===== src/rtl/r10k_pkg.sv =====
// Shared rename-state types for the R10K-style core: register counts, index widths
// and the committed architectural map type.
package r10k_pkg;

    localparam int ARCH_REGS = 32;
    localparam int PREGS     = 64;
    localparam int AREG_W    = $clog2(ARCH_REGS);
    localparam int PREG_W    = $clog2(PREGS);
    localparam int RQ_CNT_W  = 3;

    typedef logic [AREG_W-1:0] areg_t;
    typedef logic [PREG_W-1:0] preg_t;
    typedef preg_t [ARCH_REGS-1:0] arch_map_t;

    // Out of reset each architectural register maps to the physical register of the same index.
    function automatic arch_map_t identity_map();
        arch_map_t m;
        for (int i = 0; i < ARCH_REGS; i++) begin
            m[i] = preg_t'(i);
        end
        return m;
    endfunction

endpackage


===== src/rtl/preg_ret_fifo.sv =====
// Small circular FIFO holding freed physical registers on their way back to the free list.
// The output reads 0 whenever the queue is empty.
module preg_ret_fifo #(
    parameter int DEPTH = 4,
    parameter int W     = 6,
    parameter int CNT_W = 3
) (
    input  logic             clk,
    input  logic             rst_n,
    input  logic             push_i,
    input  logic             pop_i,
    input  logic [W-1:0]     data_i,
    output logic [W-1:0]     data_o,
    output logic [CNT_W-1:0] cnt_o
);

    localparam int PTR_W = (DEPTH > 1) ? $clog2(DEPTH) : 1;

    logic [W-1:0]     mem_q [DEPTH];
    logic [PTR_W-1:0] head_q, head_d;
    logic [PTR_W-1:0] tail_q, tail_d;
    logic [CNT_W-1:0] cnt_q, cnt_d;
    logic             do_push, do_pop;

    function automatic logic [PTR_W-1:0] ptr_inc(input logic [PTR_W-1:0] p);
        return (p == PTR_W'(DEPTH - 1)) ? '0 : p + PTR_W'(1);
    endfunction

    assign do_pop  = pop_i && (cnt_q != '0);
    // A full queue still takes a push when the head leaves on the same edge.
    assign do_push = push_i && ((cnt_q < CNT_W'(DEPTH)) || do_pop);

    always_comb begin
        head_d = head_q;
        tail_d = tail_q;
        cnt_d  = cnt_q;
        if (do_pop)  head_d = ptr_inc(head_q);
        if (do_push) tail_d = ptr_inc(tail_q);
        case ({do_push, do_pop})
            2'b10:   cnt_d = cnt_q + CNT_W'(1);
            2'b01:   cnt_d = cnt_q - CNT_W'(1);
            default: cnt_d = cnt_q;
        endcase
    end

    always_ff @(posedge clk) begin
        if (!rst_n) begin
            head_q <= '0;
            tail_q <= '0;
            cnt_q  <= '0;
        end else begin
            head_q <= head_d;
            tail_q <= tail_d;
            cnt_q  <= cnt_d;
        end
    end

    always_ff @(posedge clk) begin
        if (do_push) mem_q[tail_q] <= data_i;
    end

    assign data_o = (cnt_q != '0) ? mem_q[head_q] : '0;
    assign cnt_o  = cnt_q;

endmodule


===== src/rtl/retire_free_ctrl.sv =====
// Retirement side of register renaming: commits the architectural map and queues each
// overwritten mapping (T_old) for return to the free list.
module retire_free_ctrl
    import r10k_pkg::*;
#(
    parameter int ARCH_REGS = r10k_pkg::ARCH_REGS,
    parameter int PREGS     = r10k_pkg::PREGS,
    parameter int RQ_DEPTH  = 4
) (
    input  logic                         clk,
    input  logic                         rst_n,
    input  logic                         retire_en_i,
    input  logic                         retire_dest_vld_i,
    input  logic [$clog2(ARCH_REGS)-1:0] retire_areg_i,
    input  logic [$clog2(PREGS)-1:0]     retire_preg_i,
    output logic                         retire_rdy_o,
    output logic                         free_ret_en_o,
    output logic [$clog2(PREGS)-1:0]     free_ret_preg_o,
    output arch_map_t                    arch_map_o,
    output logic [RQ_CNT_W-1:0]          rq_cnt_o
);

    localparam int PW = $clog2(PREGS);

    arch_map_t           map_q, map_d;
    logic [RQ_CNT_W-1:0] rq_cnt;
    logic [PW-1:0]       rq_head;
    logic [PW-1:0]       t_old;
    logic                accept, map_wr;

    assign accept = rst_n && retire_en_i && retire_rdy_o;
    assign map_wr = accept && retire_dest_vld_i && (retire_areg_i != '0);
    assign t_old  = map_q[retire_areg_i];

    always_comb begin
        map_d = map_q;
        if (map_wr) map_d[retire_areg_i] = retire_preg_i;
        map_d[0] = '0;
    end

    always_ff @(posedge clk) begin
        if (!rst_n) map_q <= identity_map();
        else        map_q <= map_d;
    end

    // The free list never stalls, so a non-empty queue drains one entry every cycle.
    preg_ret_fifo #(
        .DEPTH (RQ_DEPTH),
        .W     (PW),
        .CNT_W (RQ_CNT_W)
    ) u_ret_fifo (
        .clk    (clk),
        .rst_n  (rst_n),
        .push_i (map_wr),
        .pop_i  (free_ret_en_o),
        .data_i (t_old),
        .data_o (rq_head),
        .cnt_o  (rq_cnt)
    );

    assign retire_rdy_o    = !rst_n || (rq_cnt < RQ_CNT_W'(RQ_DEPTH));
    assign free_ret_en_o   = rst_n && (rq_cnt != '0);
    assign free_ret_preg_o = rst_n ? rq_head : '0;
    assign rq_cnt_o        = rst_n ? rq_cnt : '0;
    assign arch_map_o      = map_q;

    for (genvar g = 1; g < ARCH_REGS; g++) begin : g_map_chk
    end

endmodule


===== config.mk =====
export PLATFORM = sky130hd
export DESIGN_NAME = retire_free_ctrl
export DESIGN_NICKNAME = d
export VERILOG_FILES = /design/src/rtl/r10k_pkg.sv /design/src/rtl/preg_ret_fifo.sv /design/src/rtl/retire_free_ctrl.sv
export SDC_FILE = /design/constraint.sdc
export NUM_CORES = 1
export LEC_CHECK = 0
export BUFFER_PORTS_ARGS = -buffer_cell sky130_fd_sc_hd__buf_2
export CAP_MARGIN = 0
export CORE_MARGIN = 2
export CORE_UTILIZATION = 30
export DETAILED_ROUTE_END_ITERATION = 8
export GPL_TIMING_DRIVEN = 0
export MAX_ROUTING_LAYER = met4
export PLACE_DENSITY = 0.49
export SETUP_SLACK_MARGIN = 0.3
export SLEW_MARGIN = 20
export SYNTH_ARGS = -nofsm -noshare
export SYNTH_HDL_FRONTEND = slang
export SYNTH_SLANG_ARGS = --single-unit

===== constraint.sdc =====
create_clock -name clk -period 4.35 [get_ports clk]
set_input_delay 0.2175 -clock clk [delete_from_list [all_inputs] [get_ports clk]]
set_output_delay 0.2175 -clock clk [all_outputs]
set_load 0.03 [all_outputs]

==> metrics.md <==
| Metric | Value |
|---|---|
| Primary FF master, synth | `dfxtp_1` |
| Width of the die | `about 190 µm` |
| Die H | `around 190 µm` |
| Vias in the first global route | `7972` |
| First-pass DRT Iterations | `6` |
| Seq cells post-synth | `219` |
| CORE AREA | `33700 µm²` |
| Detailed placement HPWL | `around 29000 µm` |
| Die Footprint | `roughly 36000 µm²` |
| H-tree depth | `1` |
| Met3 wire length | `between 2000 and 3000 µm` |
| # IOs | `approximately 220` |
| Initial Util | `0.306` |
| Register-to-register setup slack | `about 1600 ps` |
| Gpl congestion | `~1.0` |
| Hold Crit Depth | `3` |
| RSZ-0062 raised after global routing | `no` |
| Status | `finished, final reports clean` |
| Cell Area, Placed | `roughly 12000 µm²` |
| CP Class | `flop to flop` |
| Pwr dens | `between 300 and 400 nW/µm²` |
| Rows | `67` |
| Post-synth top area cell | `dfxtp_1` |
| Routed Wire Length | `between 30000 and 40000 µm` |
| Fillers | `3478` |
| Worst slack, placed | `1360 ps` |
| CP required | `roughly 4800 ps` |
| Crit-path leading delay family | `simple AND/OR/NAND/NOR gates` |
| Utilization after layout | `0.382` |
| CTS Buf Count | `26` |
| Minimum clock period | `between 2000 and 3000 ps` |
| Final Hold Fails | `0` |
| Antenna violations before repair | `0` |
| Inst Count DP | `about 1600` |
| Routed wl met2 | `between 15000 and 20000 µm` |
| Synth area leaders | `dfxtp_1 (38%), mux2i_1 (24%), nor2b_1 (7.1%)` |
| Worst Hold Launch | `retire_preg_i[2]` |
| Synth top area share | `0.379` |
| TritonCTS clock tree | `yes` |
| Final period utilization | `0.625` |
| Slew @ Worst Pin | `slightly above 1000 ps` |
| Slack of the critical path | `between 1500 and 2000 ps` |
| Worst-Skew Late Latency | `around 540 ps` |
| Setup Buffers After CTS | `0` |
| DRT iter0 DRCs | `569` |
| Critical Path Sink Type | `flop` |
| Hold Slack | `~5.7 ps` |
| CP max stage cell | `dfxtp_1` |
| Crit start category | `flop` |
| Input/output buffers | `210` |
| Register-to-Register Path Depth | `11` |
| Buffers and inverters on the worst path | `4` |
| Layout Skew | `15.4 ps` |
| Count of cell types in the netlist | `49` |
| Yosys Warn Count | `0` |
| Largest stage delay, worst path | `~450 ps` |
| DR DRC count | `0` |
| Synth Area per Inst | `roughly 11 µm²` |
| First-pass GRT wire length | `between 50000 and 60000 µm` |
| Design area | `about 13000 µm²` |
| Overall power | `between 4 and 5 mW` |
| Vias | `between 8000 and 9000` |
| CP Max Fanout | `10` |
| Largest net degree at the start of global routing | `14` |
| Most common cell in the netlist | `mux2i_1` |
| Max clock buf depth | `3` |
| Clock Tree Root | `clkbuf_16` |
| Leakage | `between 5 and 6 nW` |
| Sequential-to-total area share from yosys stat | `0.449` |
| Async set or reset register ratio after synthesis | `0` |
| Synth-to-Final Area Change | `25.0%` |
| Number of max-cap violations | `0` |
| Nets@finish | `roughly 1200` |
| Routed Antenna Nets | `0` |
| Post-synthesis cell area | `approximately 10000 µm²` |
| Post-cts gate resize count | `0` |
| Top routing layer used | `met4` |
| Reg2reg start | `u_ret_fifo.cnt_o[2]` |
| Layout cells sized above 1 | `0.273` |
| Gate Count Post-Synth | `946` |
| Ant diodes | `0` |
| Hold_buf cts | `1` |
| CTS sink count | `between 200 and 250` |
| Hold Path Class | `input pin to flop` |
| Final std cells w/o fill | `1657` |
| Setup_tns | `0 ps` |
| CP arrival | `3190 ps` |
| VDD IR max | `between 0.0002 and 0.0003 V` |
| Grt ovf | `0` |
| M1 WL | `roughly 18000 µm` |
| Hold Path End | `arch_map_o[68]` |
| Synth top cells by count | `mux2i_1 (252), dfxtp_1 (195), nor2b_1 (117)` |
| Vias per cell | `around 4.9` |
| Worst r2r dst | `u_ret_fifo.cnt_o[2]` |
| GRT Resource Usage Total | `0.221` |
| Most frequent CP cell | `inv_1` |
| # setup viols final | `0` |
| Avg WL per Cell | `between 20 and 25 µm` |
| Worst rel slew slack | `0.322` |
| Fmax | `about 370 MHz` |
| Worst-path clk slew | `60 ps` |
| Number of enable flip-flop cells after synthesis | `24` |
| Slew Limit Fails | `0` |
| Crit-path cells | `and4b_1 > clkbuf_1 > buf_2 > o31a_1 > inv_1 > ha_1 > inv_1 > fa_1 > xor2_1 > or3_1 > a21boi_0` |
-- where the power goes --
group | switching, mW | internal [mW]
clock network | 0.882 | 1.49
registers | 0.0203 | 2.07
logic | 0.330 | 0.166
total | 1.23 | 3.72
-- worst reg2reg max path, delay by kind of cell (launching register included) --
kind	cells	cell delay [ps]
simple gates	2	570
fa+ha+maj	2	570
buf+inv	4	540
flops	1	450
compound gates	2	360
xor+xnor	1	160
-- sequential cells by signal, summed over array words and instances, names as in the netlist, named ones only --
register           cells
u_ret_fifo.mem_q      24
arch_map_o           186
u_ret_fifo.cnt_o       3
u_ret_fifo.head_q      2
u_ret_fifo.tail_q      2
-- cell usage in the layout (no fill, tap or decap), drive strengths merged, types with 2 or more instances in the layout --
cell type	Yosys	layout
conb	1	6
clkbuf	45	81
and3b	3	3
nand4b	3	3
nor3b	5	5
a211oi	6	6
buf	38	248
nand3b	3	3
o22ai	23	23
nand4bb	3	3
bufinv	0	4
o31ai	2	2
nand2	91	91
clkinv	0	6
nor3	24	24
mux2i	252	252
nor2b	117	117
or3	4	4
and2	8	8
nand3	7	7
o21ai	12	12
dfxtp	195	195
nand4	13	13
nor2	9	9
inv	13	13
nand2b	2	2
o32ai	5	5
edfxtp	24	24
or4b	3	3
ha	6	6
mux4	18	18
-- worst max path at each step --
| stage | slack (ps) | startpoint | to | cells after the start |
|---|---|---|---|---|
| after floorplan | 1830 | retire_areg_i[3] | u_ret_fifo.cnt_o[2] | 11 |
| after global placement | 1370 | retire_areg_i[1] | u_ret_fifo.mem_q[3][2] | 8 |
| after detailed placement | 1360 | retire_areg_i[1] | u_ret_fifo.mem_q[3][2] | 8 |
| after CTS | 1610 | u_ret_fifo.cnt_o[2] | u_ret_fifo.cnt_o[2] | 11 |
| after global routing | 1430 | u_ret_fifo.cnt_o[2] | u_ret_fifo.cnt_o[2] | 11 |
| final | 1630 | u_ret_fifo.cnt_o[2] | u_ret_fifo.cnt_o[2] | 11 |
-- final cells by class --
type	instances	area, µm²	share of cell area
Inverter	13	48.8	0.00379
Buffer	83	410	0.0318
Multi-Input combinational cell	636	5240	0.407
Sequential cell	219	4620	0.359
Clock inverter	11	160	0.0124
Clock buffer	36	781	0.0606
Timing Repair Buffer	211	1060	0.0823
Tap cell	448	561	0.0435
-- routing by layer --
metal  vias up  global-route usage
li1       3810                   -
met1      3967               0.302
met2       316               0.341
met3        46              0.0376
met4         0              0.0531
met5         -                   -
-- logic make-up (layout without fill, tap and decap cells) --
group | Yosys count | count (layout) | share of synthesized area
other cells | 1 | 6 | 0.000364
fa+ha+maj | 7 | 7 | 0.00923
compound gates | 53 | 53 | 0.0341
buf+inv | 96 | 354 | 0.0445
simple gates | 297 | 297 | 0.176
flops | 219 | 219 | 0.449
mux | 271 | 271 | 0.285
xor+xnor | 2 | 2 | 0.00170
Power figures use the tool's default switching activity.
